===== src/rtl/cache_pkg.sv =====
// Shared types and constants for the cache miss-fill path.
package cache_pkg;

   typedef enum logic {
      IDLE,
      FILL
   } fill_state_t;

   localparam int unsigned BLOCK_WORDS = 8;
   localparam int unsigned WORD_BYTES  = 2;

   // Clears the block-offset bits of a byte address.
   function automatic logic [31:0] block_base(input logic [31:0] addr,
                                              input int unsigned off_bits);
      return addr & ~((32'd1 << off_bits) - 32'd1);
   endfunction

endpackage


===== src/rtl/fill_counter.sv =====
// Up-counter with synchronous reset/clear and increment enable.
module fill_counter #(
   parameter int unsigned W = 4
) (
   input  logic         clk_i,
   input  logic         rst_i,
   input  logic         clr_i,
   input  logic         inc_i,
   output logic [W-1:0] count_o
);

   logic [W-1:0] count_q;

   always_ff @(posedge clk_i) begin
      if (rst_i || clr_i) begin
         count_q <= '0;
      end else if (inc_i) begin
         count_q <= count_q + W'(1);
      end
   end

   assign count_o = count_q;

endmodule


===== src/rtl/cache_fill_fsm.sv =====
// Cache miss handler: issues one read per block word, writes returned words
// into the data array and the tag with the last word.
module cache_fill_fsm #(
   parameter int unsigned ADDR_W      = 16,
   parameter int unsigned DATA_W      = 16,
   parameter int unsigned BLOCK_WORDS = cache_pkg::BLOCK_WORDS
) (
   input  logic              clk,
   input  logic              rst,
   input  logic              miss_detected,
   input  logic [ADDR_W-1:0] miss_address,
   output logic              fill_busy,
   output logic              mem_read,
   output logic [ADDR_W-1:0] mem_address,
   input  logic              mem_data_valid,
   input  logic [DATA_W-1:0] mem_data,
   output logic              write_data_array,
   output logic [ADDR_W-1:0] fill_address,
   output logic [DATA_W-1:0] fill_data,
   output logic              write_tag_array
);

   import cache_pkg::*;

   localparam int unsigned WB  = $clog2(BLOCK_WORDS);
   localparam int unsigned OFF = $clog2(BLOCK_WORDS * WORD_BYTES);
   localparam int unsigned BB  = OFF - WB;
   localparam int unsigned IW  = WB + 1;

   fill_state_t       state_q, state_d;
   logic [ADDR_W-1:0] base_q, base_d;
   logic [IW-1:0]     iss_q;
   logic [WB-1:0]     rcv_q;
   logic              cnt_clr, iss_inc, rcv_inc;

   fill_counter #(.W(IW)) u_iss (
      .clk_i   (clk),
      .rst_i   (rst),
      .clr_i   (cnt_clr),
      .inc_i   (iss_inc),
      .count_o (iss_q)
   );

   fill_counter #(.W(WB)) u_rcv (
      .clk_i   (clk),
      .rst_i   (rst),
      .clr_i   (cnt_clr),
      .inc_i   (rcv_inc),
      .count_o (rcv_q)
   );

   always_ff @(posedge clk) begin
      if (rst) begin
         state_q <= IDLE;
         base_q  <= '0;
      end else begin
         state_q <= state_d;
         base_q  <= base_d;
      end
   end

   // Word offsets are OR-ed into a base with cleared offset bits, so the
   // address can never carry into the tag field.
   always_comb begin
      state_d          = state_q;
      base_d           = base_q;
      cnt_clr          = 1'b0;
      iss_inc          = 1'b0;
      rcv_inc          = 1'b0;
      fill_busy        = 1'b0;
      mem_read         = 1'b0;
      mem_address      = '0;
      write_data_array = 1'b0;
      fill_address     = '0;
      fill_data        = '0;
      write_tag_array  = 1'b0;
      unique case (state_q)
         IDLE: begin
            if (miss_detected) begin
               state_d = FILL;
               base_d  = ADDR_W'(block_base(32'(miss_address), OFF));
               cnt_clr = 1'b1;
            end
         end
         FILL: begin
            fill_busy = 1'b1;
            if (iss_q != IW'(BLOCK_WORDS)) begin
               mem_read    = 1'b1;
               mem_address = base_q | ADDR_W'({iss_q[WB-1:0], {BB{1'b0}}});
               iss_inc     = 1'b1;
            end
            if (mem_data_valid) begin
               write_data_array = 1'b1;
               fill_address     = base_q | ADDR_W'({rcv_q, {BB{1'b0}}});
               fill_data        = mem_data;
               rcv_inc          = 1'b1;
               if (rcv_q == WB'(BLOCK_WORDS - 1)) begin
                  write_tag_array = 1'b1;
                  state_d         = IDLE;
               end
            end
         end
         default: state_d = IDLE;
      endcase
   end

endmodule


===== config.mk =====
export PLATFORM = sky130hd
export DESIGN_NAME = cache_fill_fsm
export DESIGN_NICKNAME = d
export VERILOG_FILES = /design/src/rtl/cache_pkg.sv /design/src/rtl/fill_counter.sv /design/src/rtl/cache_fill_fsm.sv
export SDC_FILE = /design/constraint.sdc
export NUM_CORES = 1
export LEC_CHECK = 0
export CORE_ASPECT_RATIO = 0.9
export CORE_MARGIN = 2
export CORE_UTILIZATION = 32
export CTS_BUF_LIST = sky130_fd_sc_hd__clkbuf_4 sky130_fd_sc_hd__clkbuf_8 sky130_fd_sc_hd__clkbuf_16
export CTS_CLUSTER_SIZE = 12
export DETAILED_ROUTE_END_ITERATION = 8
export PLACE_DENSITY = 0.77
export SYNTH_ARGS = -nofsm -noshare
export SYNTH_HDL_FRONTEND = slang
export SYNTH_SLANG_ARGS = --single-unit

===== constraint.sdc =====
create_clock -name clk -period 1.4 [get_ports clk]
set_input_delay 0.28 -clock clk [delete_from_list [all_inputs] [get_ports clk]]
set_output_delay 0.28 -clock clk [all_outputs]
set_load 0.01 [all_outputs]

==> metrics.md <==
| Metric | Value |
|---|---|
| Antenna viol nets, final | 0 |
| Total design power | 1.64 mW |
| Clock buffer count from CTS | 3 |
| Initial antenna violation count | 0 |
| Count of input and output buffers | 81 |
| Total iterations of the first detailed-routing run | 4 |
| Fraction of the cycle the final worst path needs | 122% |
| Core region area | 0.00376 mm² |
| Share of synthesized flip-flops with an asynchronous set or reset | 0% |
| Gp weighted congestion | 0.767 |
| Worst path setup slack after routing | -0.305 ns |
| Standby leakage power | 1.31 nW |
| Data required time at the worst endpoint | 1.12 ns |
| HPWL after detailed placement | 2.74 mm |
| YS warnings | 0 |
| Status | complete, but fails checks |
| Nets@finish | 315 |
| Crit Path Category | flop to primary output |
| Post-Route Hold Slack | 0.481 ns |
| Most frequent cell after synthesis | sky130_fd_sc_hd__and3_1 |
| Kind of launch point of the worst setup path | flop |
| Synth area leaders | sky130_fd_sc_hd__dfxtp_1 (32%), sky130_fd_sc_hd__and3_1 (22%), sky130_fd_sc_hd__a21oi_2 (7.0%) |
| Per-cell via count in the routed design | 5.10 |
| Largest net degree at the start of global routing | 18 |
| Count of boundary I/O pins | 88 |
| Post-Layout Cell Count | 319 |
| Average cell area after synthesis | 8.12 µm² |
| Maximum clock frequency | 587 MHz |
| Most used flip-flop cell after synthesis | sky130_fd_sc_hd__dfxtp_1 |
| Cell type with the highest aggregate area in the netlist | sky130_fd_sc_hd__dfxtp_1 |
| Drt first-iter violations | 73 |
| Worst IR drop on VDD | 0.000587 V |
| Cell row count | 21 |
| Dominant cell type by count on the critical path | sky130_fd_sc_hd__buf_6 |
| CTS H-tree depth | 1 |
| Class of the most critical hold timing path | flop to flop |
| Worst-path clk slew | 0.07 ns |
| CP max stage cell | sky130_fd_sc_hd__dfxtp_2 |
| Final global-route overflow total | 0 |
| Critical Path Max Stage Delay | 0.33 ns |
| Width of the die | 70.1 µm |
| Routed vias | 1627 |
| Crit-path cells | inv_2, ha_4, buf_6, nand3b_4, and3_4, buf_6 |
| Register bit total from synthesis | 20 |
| Clock root buffer master | sky130_fd_sc_hd__clkbuf_8 |
| Final count of negative-setup-slack endpoints | 41 |
| Final setup skew | 0.00467 ns |
| Initial core utilization | 33.5% |
| TritonCTS sink count | 20 |
| Setup repair after global routing missed its margin | yes |
| Final count of hold timing violations | 0 |
| Area occupied by multi-input gates | 0.00105 mm² |
| Overall track demand over capacity in global routing | 24.4% |
| Number of cells produced by synthesis | 155 |
| Clock tree from TritonCTS | built |
| Data arrival time of the critical path | 1.42 ns |
| Violated checks | setup timing |
| Insertion delay of the later-clocked pin in the worst-skew pair | 0.26 ns |
| Final instance area | 0.00300 mm² |
| Layout cells sized above 1 | 67.8% |
| Most used standard cells in the synthesized netlist | sky130_fd_sc_hd__and3_1 (45), sky130_fd_sc_hd__nand2_1 (21), sky130_fd_sc_hd__dfxtp_1 (20) |
| Number of buffers between clock root and the deepest sink | 2 |
| Largest fanout on the critical path | 8 |
| Sequential cell area | 409 µm² |
| Number of enable flip-flop cells after synthesis | 0 |
| Count of cell types in the netlist | 29 |
| Power per cell area | 545 mW/mm² |
| Wire length after detailed routing | 5.74 mm |
| Final-layout fill cell count | 222 |
| Max-cap check violation count | 0 |
| Mapped Area | 0.00126 mm² |
| Kind of capture point of the worst setup path | primary output |
| Area share of the largest cell type after synthesis | 31.8% |
| Number of antenna repair diodes | 0 |
| Time the worst path needs with I/O delays and setup | 1.70 ns |
| Number of global-route vias before repair | 1708 |
| Number of max-slew violations in the final report | 0 |
| Detailed-route DRC error count | 0 |
| Layout overhead on the synthesized area | 138% |
| Die Y-Extent | 63.5 µm |
| Die area | 0.00445 mm² |
| Register area share after synthesis | 31.8% |
| Routed length per instance | 18.0 µm |
| First-pass GRT wire length | 8.56 mm |
| Cell area reported after detailed placement | 0.00225 mm² |
| Dpl cells | 289 |
[sequential cells by signal (all words and copies together), names as in the netlist]
register / flops
base_q: 12
u_iss.count_o: 4
u_rcv.count_o: 3
state_q: 1
[stage by stage]
stage	worst slack, ns	utilization, %	setup TNS, ns
finish	-0.305	79.8	-5.45
global route	-0.347	79.8	-7.04
CTS	-0.275	77.8	-6.76
detailed placement	-0.555	60.0	-23.55
global placement	-0.549	60.0	-22.96
floorplan	0.0220	-	0
[critical path: cells and delay by family (launching register included)]
kind / cells / cell delay (ns)
simple gates: 2 / 0.37
fa+ha+maj: 1 / 0.17
flops: 1 / 0.33
buf+inv: 3 / 0.30
[report_power, final]
group          internal (mW)  switching [mW]  leakage, nW
clock network          0.192           0.186       0.0216
logic                  0.383           0.247         1.12
registers              0.596          0.0307        0.166
total                   1.17           0.464         1.31
[worst paths after layout]
| kind | startpoint | to | slack (ns) | cells past startpoint |
|---|---|---|---|---|
| max | u_iss.count_o[0]$_SDFFE_PP0P_ | mem_address[5] | -0.30 | 6 |
| min | base_q[4]$_SDFFE_PP0P_ | base_q[4]$_SDFFE_PP0P_ | 0.48 | 2 |
| max reg2reg | u_iss.count_o[0]$_SDFFE_PP0P_ | u_iss.count_o[1]$_SDFFE_PP0P_ | -0.03 | 7 |
| min reg2reg | base_q[4]$_SDFFE_PP0P_ | base_q[4]$_SDFFE_PP0P_ | 0.48 | 2 |
[layer usage]
layer	share of wire [%]	vias up	GRT usage, %	routed length, µm
met5	0	-	0	0
met4	2.7	0	5.77	157
met3	3.9	17	5.12	221
met2	53	62	45.1	3040
met1	40	782	28.7	2320
li1	-	766	-	-
[kinds of logic after synthesis]
group / Yosys count / synth area share [%]
AND/OR/NAND/NOR: 91 / 42.5
flip-flops: 20 / 31.8
buffers and inverters: 19 / 8.95
AO/OA/AOI/OAI: 18 / 11.0
adder cells (fa/ha/maj): 4 / 3.98
XOR/XNOR: 2 / 1.39
other: 1 / 0.298
[final cells by class]
cell class                 instances  share of cell area, %
clock buffer                       3                   1.38
tap                               46                   1.92
inverter                           4                  0.584
timing repair buffer             128                   47.6
multi-input combinational        118                   34.9
sequential                        20                   13.6
[cells in the final DEF (no fill, tap or decap), drive strengths merged]
master / instances
nand3: 1
nor2: 3
and2: 3
buf: 95
dlygate4sd2: 1
and3: 45
clkdlybuf4s50: 30
nor2b: 1
nor3: 1
dfxtp: 20
bufbuf: 1
clkbuf: 3
xor2: 1
nand4: 3
clkdlybuf4s15: 1
o31ai: 1
conb: 2
a211o: 1
xnor2: 1
o21ai: 1
a21oi: 15
nand3b: 2
nand2: 32
inv: 4
nand2b: 1
ha: 4
[what timing repair did]
action                                  4_1_cts  5_1_grt
setup buffers                                22        4
gates cloned                                  7        0
resized for setup                           297       38
endpoints found under the hold margin         0        0
hold buffers                                  0        0
pin swaps                                    26       10
endpoints found under the setup margin       52       52
Power figures use the tool's default switching activity.
